<file path="config.mk">
export PLATFORM = sky130hd
export DESIGN_NAME = huffman_job_arbiter_flat
export DESIGN_NICKNAME = d
export VERILOG_FILES = /design/src/rtl/huffman_job_arbiter_if.sv /design/src/rtl/huffman_job_arbiter.sv /design/src/flat_wrapper.sv
export SDC_FILE = /design/constraint.sdc
export NUM_CORES = 1
export LEC_CHECK = 0
export CAP_MARGIN = 20
export CORE_MARGIN = 2
export CORE_UTILIZATION = 52
export CTS_BUF_LIST = sky130_fd_sc_hd__clkbuf_16
export DETAILED_ROUTE_END_ITERATION = 6
export GPL_TIMING_DRIVEN = 0
export PLACE_DENSITY = 0.85
export REMOVE_ABC_BUFFERS = 1
export SLEW_MARGIN = 5
export SYNTH_ARGS = -nofsm -noshare
export SYNTH_HDL_FRONTEND = slang
export SYNTH_SLANG_ARGS = --single-unit
</file>
<file path="constraint.sdc">
create_clock -name clk -period 4 [get_ports clk]
set_clock_uncertainty 0.05 [all_clocks]
set_input_delay 0.6 -clock clk [delete_from_list [all_inputs] [get_ports clk]]
set_output_delay 0.6 -clock clk [all_outputs]
set_load 0.005 [all_outputs]
</file>
<file path="src/rtl/huffman_job_arbiter_if.sv">
// Requester, encoder-core and response signals of huffman_job_arbiter.
// slave = arbiter side, master = requesters/core/consumer side.
interface huffman_job_arbiter_if #(
  parameter int unsigned NREQ     = 2,
  parameter int unsigned IP_WIDTH = 8,
  parameter int unsigned MAX_BITS = 40
);
  localparam int unsigned IDW = $clog2(NREQ);

  logic [NREQ-1:0]            req_valid;
  logic [NREQ-1:0]            req_ready;
  logic [NREQ*IP_WIDTH*3-1:0] req_weight;
  logic [NREQ-1:0]            req_mode;
  logic                       core_in_valid;
  logic [2:0]                 core_in_weight;
  logic                       core_out_mode;
  logic                       core_out_valid;
  logic                       core_out_code;
  logic                       rsp_valid;
  logic                       rsp_ready;
  logic [IDW-1:0]             rsp_id;
  logic [MAX_BITS-1:0]        rsp_code;
  logic [5:0]                 rsp_len;
  logic                       rsp_ovf;
  logic                       rsp_err;
  logic                       busy;

  modport slave (
    input  req_valid, req_weight, req_mode, core_out_valid, core_out_code, rsp_ready,
    output req_ready, core_in_valid, core_in_weight, core_out_mode,
           rsp_valid, rsp_id, rsp_code, rsp_len, rsp_ovf, rsp_err, busy
  );

  modport master (
    output req_valid, req_weight, req_mode, core_out_valid, core_out_code, rsp_ready,
    input  req_ready, core_in_valid, core_in_weight, core_out_mode,
           rsp_valid, rsp_id, rsp_code, rsp_len, rsp_ovf, rsp_err, busy
  );
endinterface

</file>
<file path="src/rtl/huffman_job_arbiter.sv">
// Round-robin sharing of one Huffman encoder core among NREQ requesters, one job in flight.
// Define HJA_TIMEOUT_EN to abort a job whose core stays silent for TIMEOUT cycles in WAIT.
module huffman_job_arbiter #(
  parameter int unsigned NREQ     = 2,
  parameter int unsigned IP_WIDTH = 8,
  parameter int unsigned MAX_BITS = 40,
  parameter int unsigned TIMEOUT  = 255
) (
  input  logic                 clk,
  input  logic                 rst_n,
  huffman_job_arbiter_if.slave bus
);
  localparam int unsigned IDW = $clog2(NREQ);
  localparam int unsigned FW  = IP_WIDTH * 3;
  localparam int unsigned CW  = $clog2(IP_WIDTH + 1);

  typedef enum logic [2:0] {
    S_IDLE, S_GRANT, S_FEED, S_WAIT, S_COLLECT, S_RESP, S_GAP
  } state_t;

  state_t              state;
  logic [IDW-1:0]      rr_ptr;
  logic [IDW-1:0]      gnt;
  logic [IDW-1:0]      pick;
  logic [IDW-1:0]      idx;
  logic                found;
  logic [FW-1:0]       frames [NREQ];
  logic [FW-1:0]       frame;
  logic [CW-1:0]       beat_cnt;
  logic [1:0]          gap_cnt;
  logic [NREQ-1:0]     req_ready_q;
  logic                civ_q;
  logic [2:0]          ciw_q;
  logic                mode_q;
  logic                rsp_valid_q;
  logic [MAX_BITS-1:0] code_q;
  logic [5:0]          len_q;
  logic                ovf_q;
  logic                busy_q;
`ifdef HJA_TIMEOUT_EN
  logic [7:0]          timer;
  logic                err_q;
`endif

  for (genvar i = 0; i < NREQ; i++) begin : g_frame
    assign frames[i] = bus.req_weight[i*FW +: FW];
  end

  // Scan downward so the requester nearest after rr_ptr is the last (winning) assignment.
  always_comb begin
    found = 1'b0;
    pick  = rr_ptr;
    idx   = '0;
    for (int unsigned off = NREQ; off >= 1; off--) begin
      idx = IDW'((32'(rr_ptr) + off) % NREQ);
      if (bus.req_valid[idx]) begin
        found = 1'b1;
        pick  = idx;
      end
    end
  end

  always_ff @(posedge clk or negedge rst_n) begin
    if (!rst_n) begin
      state       <= S_IDLE;
      rr_ptr      <= IDW'(NREQ - 1);
      gnt         <= '0;
      frame       <= '0;
      beat_cnt    <= '0;
      gap_cnt     <= '0;
      req_ready_q <= '0;
      civ_q       <= 1'b0;
      ciw_q       <= '0;
      mode_q      <= 1'b0;
      rsp_valid_q <= 1'b0;
      code_q      <= '0;
      len_q       <= '0;
      ovf_q       <= 1'b0;
      busy_q      <= 1'b0;
`ifdef HJA_TIMEOUT_EN
      timer       <= '0;
      err_q       <= 1'b0;
`endif
    end else begin
      req_ready_q <= '0;
      case (state)
        S_IDLE: begin
          if (found) begin
            state             <= S_GRANT;
            busy_q            <= 1'b1;
            req_ready_q[pick] <= 1'b1;
            gnt               <= pick;
            rr_ptr            <= pick;
            code_q            <= '0;
            len_q             <= '0;
            ovf_q             <= 1'b0;
`ifdef HJA_TIMEOUT_EN
            err_q             <= 1'b0;
`endif
          end
        end
        S_GRANT: begin
          // Beat 0 goes out straight away; the latched copy is pre-shifted for beat 1.
          state    <= S_FEED;
          civ_q    <= 1'b1;
          ciw_q    <= frames[gnt][2:0];
          frame    <= frames[gnt] >> 3;
          mode_q   <= bus.req_mode[gnt];
          beat_cnt <= CW'(1);
        end
        S_FEED: begin
          if (beat_cnt == CW'(IP_WIDTH)) begin
            state <= S_WAIT;
            civ_q <= 1'b0;
            ciw_q <= '0;
`ifdef HJA_TIMEOUT_EN
            timer <= '0;
`endif
          end else begin
            ciw_q    <= frame[2:0];
            frame    <= frame >> 3;
            beat_cnt <= beat_cnt + CW'(1);
          end
        end
        S_WAIT: begin
          if (bus.core_out_valid) begin
            state  <= S_COLLECT;
            code_q <= {code_q[MAX_BITS-2:0], bus.core_out_code};
            len_q  <= 6'd1;
          end
`ifdef HJA_TIMEOUT_EN
          else if (timer == 8'(TIMEOUT - 1)) begin
            state       <= S_RESP;
            rsp_valid_q <= 1'b1;
            err_q       <= 1'b1;
            len_q       <= '0;
            mode_q      <= 1'b0;
          end else begin
            timer <= timer + 8'd1;
          end
`endif
        end
        S_COLLECT: begin
          if (bus.core_out_valid) begin
            if (len_q == 6'(MAX_BITS)) begin
              ovf_q <= 1'b1;
            end else begin
              code_q <= {code_q[MAX_BITS-2:0], bus.core_out_code};
              len_q  <= len_q + 6'd1;
            end
          end else begin
            state       <= S_RESP;
            rsp_valid_q <= 1'b1;
            mode_q      <= 1'b0;
          end
        end
        S_RESP: begin
          if (bus.rsp_ready) begin
            state       <= S_GAP;
            rsp_valid_q <= 1'b0;
`ifdef HJA_TIMEOUT_EN
            gap_cnt     <= err_q ? 2'd3 : 2'd1;
`else
            gap_cnt     <= 2'd1;
`endif
          end
        end
        S_GAP: begin
          if (gap_cnt == 2'd0) begin
            state  <= S_IDLE;
            busy_q <= 1'b0;
          end else begin
            gap_cnt <= gap_cnt - 2'd1;
          end
        end
        default: state <= S_IDLE;
      endcase
    end
  end

  assign bus.req_ready      = req_ready_q;
  assign bus.core_in_valid  = civ_q;
  assign bus.core_in_weight = ciw_q;
  assign bus.core_out_mode  = mode_q;
  assign bus.rsp_valid      = rsp_valid_q;
  assign bus.rsp_id         = gnt;
  assign bus.rsp_code       = code_q;
  assign bus.rsp_len        = len_q;
  assign bus.rsp_ovf        = ovf_q;
  assign bus.busy           = busy_q;
`ifdef HJA_TIMEOUT_EN
  assign bus.rsp_err        = err_q;
`else
  assign bus.rsp_err        = 1'b0;
`endif
endmodule
</file>
<file path="src/flat_wrapper.sv">
// flat-port wrapper written by rule: the top's interface ports become plain ports
module huffman_job_arbiter_flat 
#(
  parameter int unsigned NREQ     = 2,
  parameter int unsigned IP_WIDTH = 8,
  parameter int unsigned MAX_BITS = 40,
  parameter int unsigned TIMEOUT  = 255
)
  (clk, rst_n, bus_req_valid, bus_req_weight, bus_req_mode, bus_core_out_valid, bus_core_out_code, bus_rsp_ready, bus_req_ready, bus_core_in_valid, bus_core_in_weight, bus_core_out_mode, bus_rsp_valid, bus_rsp_id, bus_rsp_code, bus_rsp_len, bus_rsp_ovf, bus_rsp_err, bus_busy);
  huffman_job_arbiter_if #(.NREQ(NREQ), .IP_WIDTH(IP_WIDTH), .MAX_BITS(MAX_BITS)) bus_i ();
  input  logic clk;
  input  logic rst_n;
  input wire logic [$bits(bus_i.req_valid)-1:0] bus_req_valid;
  input wire logic [$bits(bus_i.req_weight)-1:0] bus_req_weight;
  input wire logic [$bits(bus_i.req_mode)-1:0] bus_req_mode;
  input wire logic [$bits(bus_i.core_out_valid)-1:0] bus_core_out_valid;
  input wire logic [$bits(bus_i.core_out_code)-1:0] bus_core_out_code;
  input wire logic [$bits(bus_i.rsp_ready)-1:0] bus_rsp_ready;
  output wire logic [$bits(bus_i.req_ready)-1:0] bus_req_ready;
  output wire logic [$bits(bus_i.core_in_valid)-1:0] bus_core_in_valid;
  output wire logic [$bits(bus_i.core_in_weight)-1:0] bus_core_in_weight;
  output wire logic [$bits(bus_i.core_out_mode)-1:0] bus_core_out_mode;
  output wire logic [$bits(bus_i.rsp_valid)-1:0] bus_rsp_valid;
  output wire logic [$bits(bus_i.rsp_id)-1:0] bus_rsp_id;
  output wire logic [$bits(bus_i.rsp_code)-1:0] bus_rsp_code;
  output wire logic [$bits(bus_i.rsp_len)-1:0] bus_rsp_len;
  output wire logic [$bits(bus_i.rsp_ovf)-1:0] bus_rsp_ovf;
  output wire logic [$bits(bus_i.rsp_err)-1:0] bus_rsp_err;
  output wire logic [$bits(bus_i.busy)-1:0] bus_busy;
  assign bus_i.req_valid = bus_req_valid;
  assign bus_i.req_weight = bus_req_weight;
  assign bus_i.req_mode = bus_req_mode;
  assign bus_i.core_out_valid = bus_core_out_valid;
  assign bus_i.core_out_code = bus_core_out_code;
  assign bus_i.rsp_ready = bus_rsp_ready;
  assign bus_req_ready = bus_i.req_ready;
  assign bus_core_in_valid = bus_i.core_in_valid;
  assign bus_core_in_weight = bus_i.core_in_weight;
  assign bus_core_out_mode = bus_i.core_out_mode;
  assign bus_rsp_valid = bus_i.rsp_valid;
  assign bus_rsp_id = bus_i.rsp_id;
  assign bus_rsp_code = bus_i.rsp_code;
  assign bus_rsp_len = bus_i.rsp_len;
  assign bus_rsp_ovf = bus_i.rsp_ovf;
  assign bus_rsp_err = bus_i.rsp_err;
  assign bus_busy = bus_i.busy;
  huffman_job_arbiter #(.NREQ(NREQ), .IP_WIDTH(IP_WIDTH), .MAX_BITS(MAX_BITS), .TIMEOUT(TIMEOUT)) u_core (.clk(clk), .rst_n(rst_n), .bus(bus_i));
endmodule
</file>
==> flow_summary.toml <==
[sta]
setup_ws_ps = 1180
fmax_mhz = 354
period_share_pct = 70.5
fin_crit_ps = 2820
rsz0062_at_grt = "no"
maxSlewViolCount = 0
finalHoldViolCount = 0
setup_violations = 0
setup_tns_ps = 0
slew_headroom_pct = 42.8
hold_slack_ps = 187
tightest_slew_ps = 858

[detailed_routing]
antenna_left = 0
drt_iter0_markers = 151
wl_per_cell_microns = 15.2
drtPass1Iterations = 4
drt_wl_total_mm = 10.3
vias = 3679
vias_per_cell = 5.44
drc_errors = 0

[cts]
hold_buffers = 0
htreeDepth = 3
cts-root-buf = "clkbuf_16"
cts_resized = 0
worstSkewPairLatency_ps = 330
clk_pin_slew_ps = 70
cts_buffers = 9
cts_buffer_depth = 2
post_cts_buffers = 0
cts_tree = "yes"
clock-sinks = 88

[power]
total_power_mw = 3.57
p_per_area_mw_per_mm2 = 624
sequentialPowerShare_pct = 37.5
p_int_mw = 2.19
vdd_drop_max_v = 0.000339
leakage_nw = 2.66
switchingPower_mw = 1.38
netSwitchingFraction_pct = 38.6
p_comb_share_pct = 39.8
power.share.clock_pct = 22.8

[floorplanning]
die-height_microns = 93.8
chipWidth_microns = 93.8
start_util_pct = 54.0
num_io_pins = 115
core_area_sq_mm = 0.00777
die_area_sq_mm = 0.00881
rows = 32

[final_layout]
nets = 631
final_cell_area_sq_mm = 0.00571
n_antenna_cell = 0
final_common_cell = "nand2_1"
area_growth_pct = 36.1
mostFrequentLayoutCells = "nand2_1 (132), clkdlybuf4s50_1 (112), dfrtp_1 (87), o21ai_0 (49), nand3_1 (47)"
layout.cells.non_filler = 676
post-route-util_pct = 73.5
drive_gt1_share_pct = 5.40

[global_routing]
grt_pass1_wl_mm = 16.6
grt.overflow.total = 0
antenna_found_initial = 0
grt_pass1_vias = 3539
grt_max_degree = 52
grt_usage_pct = 23.4

[synth]
yosys_warnings = 0
syn_area_per_cell_sq_um = 8.89
synth_seq_cells = 88
async_flop_share_pct = 100
ys_seq_area_share_pct = 52.5
synth_cell_types = 45
synthCells = 472
synth_top_flop_cell = "dfrtp_1"
netlist_area_sq_mm = 0.00420
synth-edff-count = 0

[place]
placed_cell_area_sq_mm = 0.00541
dp_hpwl_mm = 7.17
dp_worst_setup_slack_ps = 911
dp.cells = 659
port_buffers = 113
gp_congestion = 0.825

[worst_setup_path]
critPathKind = "reg -> reg"
endpoint_kind = "register"
path_max_fanout = 39
required_ps = 4180
worstPathArrival_ps = 3000
worst_setup_path_start_kind = "register"

[worst_hold_path]
hp-class = "in -> async"

[flow_run]
maxCapViolCount = 0

[outcome]
status = "finished, final reports clean"
[per-layer routing]
metal	GRT usage [%]	routed length, microns	part of all wire, %
met1	30.5	4250	41
met2	38.8	5120	50
met3	6.82	861	8.4
met4	5.68	44	0.43
met5	0	0	0
[final timing paths]
check | end | slack (ps) | cells after the start | startpoint
worst max-delay path | u_core.frame[0] | 1180 | 5 | u_core.state[1]
worst min-delay path | u_core.bus.req_ready[1] | 190 | 1 | rst_n
worst max register to register | u_core.frame[0] | 1180 | 5 | u_core.state[1]
worst min register to register | u_core.frame[11] | 430 | 2 | u_core.frame[11]
max in group asynchronous | u_core.rr_ptr | 3050 | 2 | rst_n
min in group clk | u_core.frame[11] | 430 | 2 | u_core.frame[11]
[power groups by stage]
| stage | registers [mW] | clock network (mW) | logic, mW |
|---|---|---|---|
| floorplan | 1.32 | 0 | 0.850 |
| global placement | 1.36 | 0 | 1.24 |
| detailed placement | 1.35 | 0 | 1.40 |
| CTS | 1.33 | 0.819 | 1.41 |
| global route | 1.37 | 0.860 | 1.59 |
| finish | 1.34 | 0.811 | 1.42 |
[critical path, cell delays in order (launching register included)]
cell     delay, ps
dfrtp_1        720
or3b_2         800
a31oi_2        610
nor2_2         130
buf_8          200
o21ai_0        190
[cell type report]
cell class | count | area [sq um]
inverter | 10 | 37.5
timing repair buffer | 118 | 1230
tap | 102 | 128
multi-input combinational | 342 | 1820
clock inverter | 7 | 63.8
sequential | 88 | 2200
fill | 572 | 2060
clock buffer | 9 | 225
[synthesized netlist by cell type (2+ instances only)]
| cell type | instances | area, sq um |
|---|---|---|
| o31ai_1 | 4 | 30.0 |
| clkbuf_1 | 12 | 45.0 |
| nor3_1 | 6 | 30.0 |
| dfrtp_1 | 87 | 2180 |
| nand2_1 | 132 | 495 |
| o21ai_0 | 49 | 245 |
| nor2_1 | 19 | 71.3 |
| and2_1 | 3 | 18.8 |
| mux2i_1 | 26 | 260 |
| a31oi_1 | 2 | 12.5 |
| buf_2 | 17 | 85.1 |
| inv_1 | 10 | 37.5 |
| nand3b_1 | 2 | 15.0 |
| ha_1 | 5 | 62.6 |
| nand3_1 | 47 | 235 |
| o22ai_1 | 4 | 25.0 |
| buf_4 | 2 | 15.0 |
| a21oi_1 | 15 | 75.1 |
| nand2b_1 | 4 | 25.0 |
[kinds of logic after synthesis]
logic type | synth area share [%]
multiplexers | 6.47
adder cells (fa/ha/maj) | 1.49
flip-flops | 52.5
AO/OA/AOI/OAI | 11.8
XOR/XNOR | 0.417
AND/OR/NAND/NOR | 22.8
buffers and inverters | 4.44
other | 0.0893
[sequential cells by signal (all words and copies together) (netlist names)]
register and cells:
u_core.bus.busy 1, u_core.frame 21, u_core.gap_cnt 2, u_core.rr_ptr 1, u_core.bus.rsp_len 6, u_core.bus.rsp_ovf 1, u_core.bus.core_out_mode 1, u_core.bus.rsp_code 40
u_core.bus.rsp_id 1, u_core.state 3, u_core.bus.rsp_valid 1, u_core.beat_cnt 4, u_core.bus.core_in_weight 3, u_core.bus.req_ready 2, u_core.bus.core_in_valid 1
No activity file was read; power rests on OpenSTA's default activity.
